$ cat src/rtl/dds_ctrl_pkg.sv
// Shared definitions for the DDS key controller: key bit positions, waveform codes,
// controller FSM states and the frequency step table.
package dds_ctrl_pkg;

  localparam int N_KEYS   = 4;
  localparam int KEY_UP   = 0;
  localparam int KEY_DN   = 1;
  localparam int KEY_STEP = 2;
  localparam int KEY_WAVE = 3;

  localparam logic [1:0] WAVE_SINE   = 2'd0;
  localparam logic [1:0] WAVE_TRI    = 2'd1;
  localparam logic [1:0] WAVE_SQUARE = 2'd2;

  localparam logic [2:0] STEP_IDX_MAX = 3'd6;
  localparam int         STEP_TAB_W   = 32;

  typedef enum logic [1:0] {
    ST_IDLE,
    ST_LOAD,
    ST_SEND
  } state_e;

  // Decade step table; indices past the end fall back to the smallest step.
  function automatic logic [STEP_TAB_W-1:0] step_of(input logic [2:0] idx);
    case (idx)
      3'd0:    step_of = 32'd1;
      3'd1:    step_of = 32'd10;
      3'd2:    step_of = 32'd100;
      3'd3:    step_of = 32'd1_000;
      3'd4:    step_of = 32'd10_000;
      3'd5:    step_of = 32'd100_000;
      3'd6:    step_of = 32'd1_000_000;
      default: step_of = 32'd1;
    endcase
  endfunction

endpackage

$ cat src/rtl/dds_key_repeat.sv
// Long-press auto-repeat timer: one tick after HOLD_CYC cycles held, then one tick
// every REPEAT_CYC cycles until the key is released.
module dds_key_repeat #(
  parameter int HOLD_CYC   = 50_000_000,
  parameter int REPEAT_CYC = 5_000_000
) (
  input  logic sys_clk,
  input  logic rst,
  input  logic press_i,
  input  logic release_i,
  output logic tick_o
);

  localparam int CNT_W = (HOLD_CYC > 1) ? $clog2(HOLD_CYC) : 1;
  // The counter tops out at HOLD_CYC-1; re-arming below that gives the repeat period.
  localparam logic [CNT_W-1:0] CNT_LAST  = CNT_W'(HOLD_CYC - 1);
  localparam logic [CNT_W-1:0] CNT_REARM = CNT_W'(HOLD_CYC - REPEAT_CYC);

  logic             held_q, held_d;
  logic [CNT_W-1:0] cnt_q,  cnt_d;

  // NOTE: every signal written here gets a default first, so no path can infer a latch.
  always_comb begin
    held_d = held_q;
    cnt_d  = cnt_q;
    tick_o = 1'b0;
    if (press_i) begin
      held_d = 1'b1;
      cnt_d  = '0;
    end else if (release_i) begin
      held_d = 1'b0;
      cnt_d  = '0;
    end else if (held_q) begin
      if (cnt_q == CNT_LAST) begin
        tick_o = 1'b1;
        cnt_d  = CNT_REARM;
      end else begin
        cnt_d = cnt_q + 1'b1;
      end
    end
  end

  // NOTE: state registers use non-blocking assignments so all flops update together.
  always_ff @(posedge sys_clk or posedge rst) begin
    if (rst) begin
      held_q <= 1'b0;
      cnt_q  <= '0;
    end else begin
      held_q <= held_d;
      cnt_q  <= cnt_d;
    end
  end

endmodule

$ cat src/rtl/dds_key_ctrl.sv
// Key-driven DDS settings controller: edits frequency/step/waveform from key events
// and pushes each committed setting to the DDS writer over valid/ready.
module dds_key_ctrl
  import dds_ctrl_pkg::*;
#(
  parameter int FREQ_W     = 32,
  parameter int FREQ_MIN   = 1,
  parameter int FREQ_MAX   = 10_000_000,
  parameter int FREQ_INIT  = 1_000,
  parameter int STEP_INIT  = 3,
  parameter int HOLD_CYC   = 50_000_000,
  parameter int REPEAT_CYC = 5_000_000
) (
  input  logic              sys_clk,
  input  logic              rst,
  input  logic [N_KEYS-1:0] key_flag,
  input  logic [N_KEYS-1:0] key_state,
  input  logic              cfg_ready,
  output logic              cfg_valid,
  output logic [FREQ_W-1:0] freq_hz,
  output logic [1:0]        wave_sel,
  output logic [2:0]        step_idx
);

  localparam int              FW1   = FREQ_W + 1;
  localparam logic [FW1-1:0]  MAX_W = FW1'(FREQ_MAX);
  localparam logic [FW1-1:0]  MIN_W = FW1'(FREQ_MIN);

  state_e            state_q, state_d;
  logic [FREQ_W-1:0] work_freq_q, work_freq_d;
  logic [1:0]        work_wave_q, work_wave_d;
  logic [2:0]        step_q, step_d;
  logic              dirty_q, dirty_d;
  logic [FREQ_W-1:0] freq_q, freq_d;
  logic [1:0]        wave_q, wave_d;

  logic [N_KEYS-1:0] press_ev, release_ev;
  logic              up_tick, dn_tick, do_up, do_dn;
  logic              dirty_set, load;
  logic [FW1-1:0]    step_val, sum, diff;

  assign press_ev   = key_flag & ~key_state;
  assign release_ev = key_flag &  key_state;

  dds_key_repeat #(.HOLD_CYC(HOLD_CYC), .REPEAT_CYC(REPEAT_CYC)) u_rep_up (
    .sys_clk   (sys_clk),
    .rst       (rst),
    .press_i   (press_ev[KEY_UP]),
    .release_i (release_ev[KEY_UP]),
    .tick_o    (up_tick)
  );

  dds_key_repeat #(.HOLD_CYC(HOLD_CYC), .REPEAT_CYC(REPEAT_CYC)) u_rep_dn (
    .sys_clk   (sys_clk),
    .rst       (rst),
    .press_i   (press_ev[KEY_DN]),
    .release_i (release_ev[KEY_DN]),
    .tick_o    (dn_tick)
  );

  assign do_up    = press_ev[KEY_UP] | up_tick;
  assign do_dn    = press_ev[KEY_DN] | dn_tick;
  assign step_val = FW1'(step_of(step_q));
  assign sum      = {1'b0, work_freq_q} + step_val;
  assign diff     = {1'b0, work_freq_q} - step_val;

  // Key actions, one per cycle in priority order UP > DN > STEP > WAVE.
  always_comb begin
    work_freq_d = work_freq_q;
    work_wave_d = work_wave_q;
    step_d      = step_q;
    dirty_set   = 1'b0;
    if (do_up) begin
      work_freq_d = (sum > MAX_W) ? MAX_W[FREQ_W-1:0] : sum[FREQ_W-1:0];
      dirty_set   = 1'b1;
    end else if (do_dn) begin
      // A set top bit means the subtraction went below zero.
      work_freq_d = (diff[FREQ_W] || diff < MIN_W) ? MIN_W[FREQ_W-1:0] : diff[FREQ_W-1:0];
      dirty_set   = 1'b1;
    end else if (press_ev[KEY_STEP]) begin
      step_d = (step_q == STEP_IDX_MAX) ? 3'd0 : step_q + 3'd1;
    end else if (press_ev[KEY_WAVE]) begin
      case (work_wave_q)
        WAVE_SINE: work_wave_d = WAVE_TRI;
        WAVE_TRI:  work_wave_d = WAVE_SQUARE;
        default:   work_wave_d = WAVE_SINE;
      endcase
      dirty_set = 1'b1;
    end
  end

  always_comb begin
    state_d = state_q;
    load    = 1'b0;
    case (state_q)
      ST_IDLE: if (dirty_q) state_d = ST_LOAD;
      ST_LOAD: begin
        load    = 1'b1;
        state_d = ST_SEND;
      end
      ST_SEND: if (cfg_ready) state_d = ST_IDLE;
      default: state_d = ST_IDLE;
    endcase
    // An edit landing in the LOAD cycle must trigger a follow-up transfer.
    dirty_d = dirty_set | (dirty_q & ~load);
    freq_d  = load ? work_freq_q : freq_q;
    wave_d  = load ? work_wave_q : wave_q;
  end

  always_ff @(posedge sys_clk or posedge rst) begin
    if (rst) begin
      state_q     <= ST_IDLE;
      work_freq_q <= FREQ_W'(FREQ_INIT);
      work_wave_q <= WAVE_SINE;
      step_q      <= 3'(STEP_INIT);
      dirty_q     <= 1'b1;
      freq_q      <= FREQ_W'(FREQ_INIT);
      wave_q      <= WAVE_SINE;
    end else begin
      state_q     <= state_d;
      work_freq_q <= work_freq_d;
      work_wave_q <= work_wave_d;
      step_q      <= step_d;
      dirty_q     <= dirty_d;
      freq_q      <= freq_d;
      wave_q      <= wave_d;
    end
  end

  assign cfg_valid = (state_q == ST_SEND);
  assign freq_hz   = freq_q;
  assign wave_sel  = wave_q;
  assign step_idx  = step_q;

endmodule

$ cat config.mk
export PLATFORM = sky130hd
export DESIGN_NAME = dds_key_ctrl
export DESIGN_NICKNAME = d
export VERILOG_FILES = /design/src/rtl/dds_ctrl_pkg.sv /design/src/rtl/dds_key_repeat.sv /design/src/rtl/dds_key_ctrl.sv
export SDC_FILE = /design/constraint.sdc
export NUM_CORES = 1
export LEC_CHECK = 0
export ABC_AREA = 1
export ABC_CLOCK_PERIOD_IN_PS = 7500
export BUFFER_PORTS_ARGS = -buffer_cell sky130_fd_sc_hd__buf_2
export CAP_MARGIN = 20
export CORE_MARGIN = 2
export CORE_UTILIZATION = 29
export CTS_BUF_LIST = sky130_fd_sc_hd__clkbuf_8 sky130_fd_sc_hd__clkbuf_16
export CTS_CLUSTER_SIZE = 14
export DETAILED_ROUTE_END_ITERATION = 6
export PLACE_DENSITY_LB_ADDON = 0.2
export SYNTH_ARGS = -nofsm -noshare
export SYNTH_HDL_FRONTEND = slang
export SYNTH_SLANG_ARGS = --single-unit
$ cat constraint.sdc
create_clock -name sys_clk -period 7.5 [get_ports sys_clk]
set_clock_uncertainty 0.15 [all_clocks]
set_input_delay 1.5 -clock sys_clk [delete_from_list [all_inputs] [get_ports sys_clk]]
set_output_delay 1.5 -clock sys_clk [all_outputs]
set_load 0.05 [all_outputs]
Yosys cells after proc, flatten, opt, wreduce, memory -nomap -nowiden:

Index checks and enable logic that the tools add are counted.

* multiply operators: 0
* mux-type cells: 35
* bitwise operators: 11
* add/sub/neg operators: 5
* shifts and indexed selects: 0
* div/mod/pow operators: 0
* eq/ne operators: 13
* reductions and logical operators: 11
* order comparisons: 2

Operators by type and width (count)
* $mux W26: 8
* $mux W32: 4
* $pmux W20 S6: 1
* $add A26 B1 Y26 const B: 2
* $eq A26 B26 Y1 const B: 2
* $add A32 B32 Y33: 1
* $gt A33 B24 Y1 const B: 1
* $lt A33 B1 Y1 const B: 1
* $sub A32 B32 Y33: 1
* $mux W1: 17
* $eq A3 B3 Y1 const B: 3
* $eq A3 B2 Y1 const B: 2
* $pmux W2 S3: 1
* $reduce_bool A2 Y1: 3
* $reduce_bool A3 Y1: 2
* $and A4 B4 Y4: 1
* $eq A2 B1 Y1 const B: 2
* $logic_not A2 Y1: 2
* $mux W2: 2
* $ne A2 B2 Y1 const B: 2
* $not A1 Y1: 4
* $not A4 Y4: 1
* $pmux W2 S2: 1
* $reduce_and A4 Y1: 1
* 10 further kinds: 12

* flip-flop bits (word level): 128
* memory bits (read-only): 0
* input port bits: 11
* memory bits (writable): 0
* output and inout port bits: 38
* memories kept: 0
* word-level logic and storage cells: 88
* bits in latches: 0

Depth between registers and ports, before layout:

* depth in word-level cells: 9
* depth in mapped cells: 35
* depth with buffers taken out: 33

Cells and area by module:

Synthesis repeated with hierarchy kept, for this count alone.

* cells, all modules: 1870
* area, all modules: 11534.8 um^2

By module, submodules not included
* dds_key_ctrl: instances 1, area each 7736.2 um^2, cells each 1310, sequential area each 1870.5 um^2
* dds_key_repeat: instances 2, area each 1899.3 um^2, cells each 280, sequential area each 675.6 um^2

Worst setup path after synthesis:

Ideal clock, no wire load.

* path kind: register to register
* from: register step_q[0], in the netlist step_idx[0]
* to: register work_freq_q[1]
* slack: 3.387 ns
* stages on the path, launching flop included: 33
* data required time: 7.233 ns
* path buffers: 1
* setup time: 0.117 ns
* data arrival time: 3.847 ns
* period minus slack after synthesis: 4.113 ns
* cells stage by stage: dfstp_2 -> inv_1 -> nand2_1 -> nor2_1 -> inv_1 -> nand2_1 -> nor2_1 -> inv_1 -> nor3_1 -> ha_1 -> inv_1 -> fa_1 -> nand3_1 -> nand2_1 -> nand2_1 -> nand2_1 -> nand2_1 -> nand2_1 -> nand2_1 -> nand2_1 -> nand2_1 -> nand2_1 -> nand2_1 -> nand2_1 -> nor2_1 -> nand2_1 -> nor2_2 -> nand2_4 -> buf_6 -> nand4_1 -> nand2_1 -> nand2_1 -> nand2_1

* cells in the longest elaborated chain, start to end: 8
* elaborated cells on any way between the ends: 16
* classes of those cells: add/sub: 2; order compare: 2; eq/ne: 6; mux: 5; reduce/logical: 1

Ends and longest elaborated chain
* from (decl): RTL line dds_key_ctrl.sv:32 `logic [2:0] step_q, step_d;`
* from (signal assigned): RTL line dds_key_ctrl.sv:115 `step_q <= 3'(STEP_INIT);`
* from (signal assigned): RTL line dds_key_ctrl.sv:123 `step_q <= step_d;`
* $eq A3 B3 Y1 (tied with other cells): RTL line dds_ctrl_pkg.sv:26 `case (idx)`
* $pmux W20 S6 *: RTL line dds_ctrl_pkg.sv:26
* $sub A32 B32 Y33: RTL line dds_key_ctrl.sv:65 `assign diff = {1'b0, work_freq_q} - step_val;`
* $lt A33 B1 Y1: RTL line dds_key_ctrl.sv:78 `work_freq_d = (diff[FREQ_W] || diff < MIN_W) ? MIN_W[FREQ_W-1:0] : diff[FREQ_W-1:0];`
* $logic_or A1 B1 Y1: RTL line dds_key_ctrl.sv:78
* $mux W32: RTL line dds_key_ctrl.sv:78
* $mux W32: RTL line dds_key_ctrl.sv:76 `end else if (do_dn) begin`
* $mux W32 *: RTL line dds_key_ctrl.sv:73 `if (do_up) begin`
* to (signal assigned): RTL line dds_key_ctrl.sv:113 `work_freq_q <= FREQ_W'(FREQ_INIT);`
* to (signal assigned): RTL line dds_key_ctrl.sv:121 `work_freq_q <= work_freq_d;`
* to (decl): RTL line dds_key_ctrl.sv:30 `logic [FREQ_W-1:0] work_freq_q, work_freq_d;`

Mark *: on every way between the ends. The rest lies on a longest branch, timed or not. The select of a mux whose other input is x is not followed.
A chain may end at the register's enable or synchronous reset.

Final worst setup path:

* from: register step_q[1], in the netlist step_idx[1]
* to: register work_freq_q[30]

The elaborated chain is that of the path after synthesis.

==> results.json <==
{
  "routed-via-count": 10700,
  "power.density_cell_area_nw_per_um2": 487,
  "portBuffers": 48,
  "critical-path-max-stage-delay_ns": 0.57,
  "antenna_cells": 0,
  "layout.filler_cells": 4042,
  "cts-root-buf": "sky130_fd_sc_hd__clkbuf_16",
  "synth_flop_cell": "sky130_fd_sc_hd__dfrtp_1",
  "synth_nets": 1721,
  "boundaryPins": 49,
  "design.die.area_um2": 38500,
  "synthXorXnorAreaFrac": 0.0262,
  "postCtsResizedCells": 0,
  "placeableCoreArea_um2": 36500,
  "critical_path.most_common_cell": "sky130_fd_sc_hd__nand2_1",
  "cts-hold-fix-buffers": 0,
  "tightest_pin_transition_ns": 0.924,
  "yosys.cell_types.count": 46,
  "grt_max_degree": 71,
  "place_inst": 2142,
  "setup_viol": 0,
  "clk_latency_ns": 0.43,
  "cts_setup_buffers": 0,
  "asyncSetResetFlopFracSynth": 1.00,
  "gpl.final_weighted_congestion": 0.973,
  "final_critical_path_setup_slack_ns": 2.00,
  "worstSetupStartpointType": "flip-flop",
  "tritoncts.num_buffers": 17,
  "clock_sinks": 128,
  "drcViolationCount": 0,
  "maxSlewViolCount": 0,
  "critical_path_class": "flip-flop to flip-flop",
  "fmaxAchievable_ghz": 0.182,
  "rows": 70,
  "crit_family": "simple AND/OR/NAND/NOR gates",
  "synth_compound_gate_area_share": 0.0889,
  "start_util": 0.293,
  "hp-class": "flip-flop to flip-flop",
  "area_share_of_the_largest_cell_type_after_synthesis": 0.264,
  "first_global_vias": 9947,
  "regToRegEndpoint": "work_freq_q[30]$_DFFE_PP0P_",
  "synth_area_per_cell_um2": 6.41,
  "ranking_of_synthesized_cells_by_area": "sky130_fd_sc_hd__dfrtp_1 (26%), sky130_fd_sc_hd__nand2_1 (18%), sky130_fd_sc_hd__inv_1 (8.6%), sky130_fd_sc_hd__nand3_1 (6.7%), sky130_fd_sc_hd__nor2_1 (5.7%)",
  "whs_endpoint": "state_q[0]$_DFFE_PP0P_",
  "run_status": "complete, no violations",
  "p_leak_uw": 0.00598,
  "hold_path_depth": 1,
  "ff2ff_path_depth": 27,
  "proportion_of_synthesized_area_in_mux_cells": 0.0168,
  "vdd_drop_max_uv": 199,
  "synth_simple_gate_area_share": 0.402,
  "critPathSlowestCell": "sky130_fd_sc_hd__dfstp_2",
  "final_area_um2": 11900,
  "setup-tns-final_ns": 0,
  "timing.critical_path.buf_inv": 5,
  "synthesis.instances": 1669,
  "postPlaceCellArea_um2": 11300,
  "ant_nets": 0,
  "r2r_start": "step_idx[1]$_DFFE_PP1P_",
  "worst_hold_startpoint": "state_q[1]$_DFFE_PP0P_",
  "critical_path_arrival_ns": 5.61,
  "synthToLayoutAreaGrowth_pct": 11.6,
  "post_drt_wl_per_cell_um": 16.7,
  "wl_mm": 36.2,
  "die_h_um": 196,
  "instances_no_fill": 2175,
  "worst_slew_margin_rel": 0.383,
  "h-tree-depth": 4,
  "antenna_found_initial": 0,
  "dpl_worst_slack_ns": 2.24,
  "synth_enable_flop_cells": 0,
  "share_of_the_cycle_needed_by_the_critical_path_after_routing": 0.733,
  "synth.yosys.seq_area_share": 0.301,
  "hpwl_mm": 28.6,
  "cts.reportedPaths.clkPinSlew_ns": 0.06,
  "grt_overflow_total": 0,
  "critPathMaxFanout": 17,
  "min_period_ns": 5.50,
  "avgViaCountPerCell": 4.93,
  "cap_viol_max_count": 0,
  "global_route_wire_length_before_repair_mm": 57.1,
  "drt-pass1-iter-count": 6,
  "synth_seq_cells": 128,
  "ys_warn_count": 0,
  "cts_tree": "yes",
  "hold_viol": 0,
  "cp.required_ns": 7.61,
  "syn_area_um2": 10700,
  "synth_most_common_cell": "sky130_fd_sc_hd__nand2_1",
  "clock_tree.buffer_depth": 2,
  "layout.nets": 1746,
  "yosys.area_share.adder": 0.0493,
  "drt_iter0_markers": 1009,
  "netlist_top_cells_count": "sky130_fd_sc_hd__nand2_1 (517), sky130_fd_sc_hd__inv_1 (246), sky130_fd_sc_hd__nor2_1 (164)",
  "grt_util_all_layers": 0.191,
  "fin_total_pwr_uw": 5820,
  "unrepaired_setup_endpoints_after_global_routing": "no",
  "reg2reg_slack_ns": 2.00,
  "library_cell_occupying_the_most_area_in_the_post_synthesis_netlist": "sky130_fd_sc_hd__dfrtp_1",
  "dieWidth_um": 196,
  "drive_gt1_frac": 0.108,
  "critical_path.endpoint_type": "flip-flop",
  "synth_top_family_by_area": "simple AND/OR/NAND/NOR gates"
}
-- routing by layer --
metal	part of all wire	track usage	wire length [um]	vias to the layer above
met5	0	0	0	-
met4	0.017	0.0457	624	0
met3	0.052	0.0284	1870	44
met2	0.45	0.299	16100	310
met1	0.49	0.275	17600	4968
li1	-	-	-	5398
-- cell type report --
cell class | instances | area, um2 | area share
clock inverters | 13 | 171 | 0.0143
repair buffers | 53 | 290 | 0.0243
multi-input cells | 1237 | 6260 | 0.524
inverters | 257 | 970 | 0.0812
flip-flops and latches | 128 | 3220 | 0.270
clock buffers | 19 | 453 | 0.0379
well taps | 468 | 586 | 0.0490
-- layout by cell type, fill, tap and decap left out, types with 15 or more instances in the layout --
master,count
sky130_fd_sc_hd__dfstp_2,15
sky130_fd_sc_hd__clkbuf_16,17
sky130_fd_sc_hd__dfrtp_1,113
sky130_fd_sc_hd__mux2_2,16
sky130_fd_sc_hd__xor2_1,30
sky130_fd_sc_hd__buf_2,48
sky130_fd_sc_hd__nand4_1,39
sky130_fd_sc_hd__nand2_1,516
sky130_fd_sc_hd__nor2_1,164
sky130_fd_sc_hd__nor3_1,32
sky130_fd_sc_hd__o21ai_0,85
sky130_fd_sc_hd__nand3_1,142
sky130_fd_sc_hd__inv_1,248
sky130_fd_sc_hd__o22ai_1,19
sky130_fd_sc_hd__nand3_2,22
sky130_fd_sc_hd__a21oi_1,46
sky130_fd_sc_hd__ha_1,39
sky130_fd_sc_hd__nor4_1,17
-- metrics by stage --
step	hold WS [ns]	util
after global placement	0.265	0.310
after detailed placement	0.276	0.310
after floorplan	0.259	-
after global routing	0.327	0.327
final	0.283	0.327
after CTS	0.284	0.327
-- kinds of logic after synthesis --
group,count (synthesis)
flip-flops,128
buffers and inverters,304
adder cells (fa/ha/maj),41
XOR/XNOR,32
AO/OA/AOI/OAI,175
multiplexers,16
AND/OR/NAND/NOR,973
-- power by group --
group          internal [uW]  total, uW  switching [uW]
Sequential               907       1170             261
Combinational           1040       3760            2720
Clock                    569        889             320
Total                   2520       5820            3300
-- how the worst max path moves through the flow --
stage	endpoint	cells past startpoint	startpoint	slack (ns)
3_3_place_gp	work_freq_q[26]$_DFFE_PP0P_	23	step_idx[0]$_DFFE_PP1P_	2.39
5_1_grt	work_freq_q[30]$_DFFE_PP0P_	22	step_idx[1]$_DFFE_PP1P_	1.62
6_report	work_freq_q[30]$_DFFE_PP0P_	27	step_idx[1]$_DFFE_PP1P_	2.00
2_1_floorplan	freq_hz[0]$_DFFE_PP0P_	1	rst	2.46
3_5_place_dp	work_freq_q[30]$_DFFE_PP0P_	22	step_idx[1]$_DFFE_PP1P_	2.24
4_1_cts	work_freq_q[30]$_DFFE_PP0P_	22	step_idx[1]$_DFFE_PP1P_	2.20
-- state kept, by name (all words and copies together), names as in the netlist --
register         cells
dirty_q              1
work_freq_q         32
state_q              2
step_idx             3
work_wave_q          2
u_rep_dn.held_q      1
u_rep_dn.cnt_q      26
freq_hz             32
wave_sel             2
u_rep_up.cnt_q      26
u_rep_up.held_q      1
Note: power is estimated with default switching activity, not from simulation.
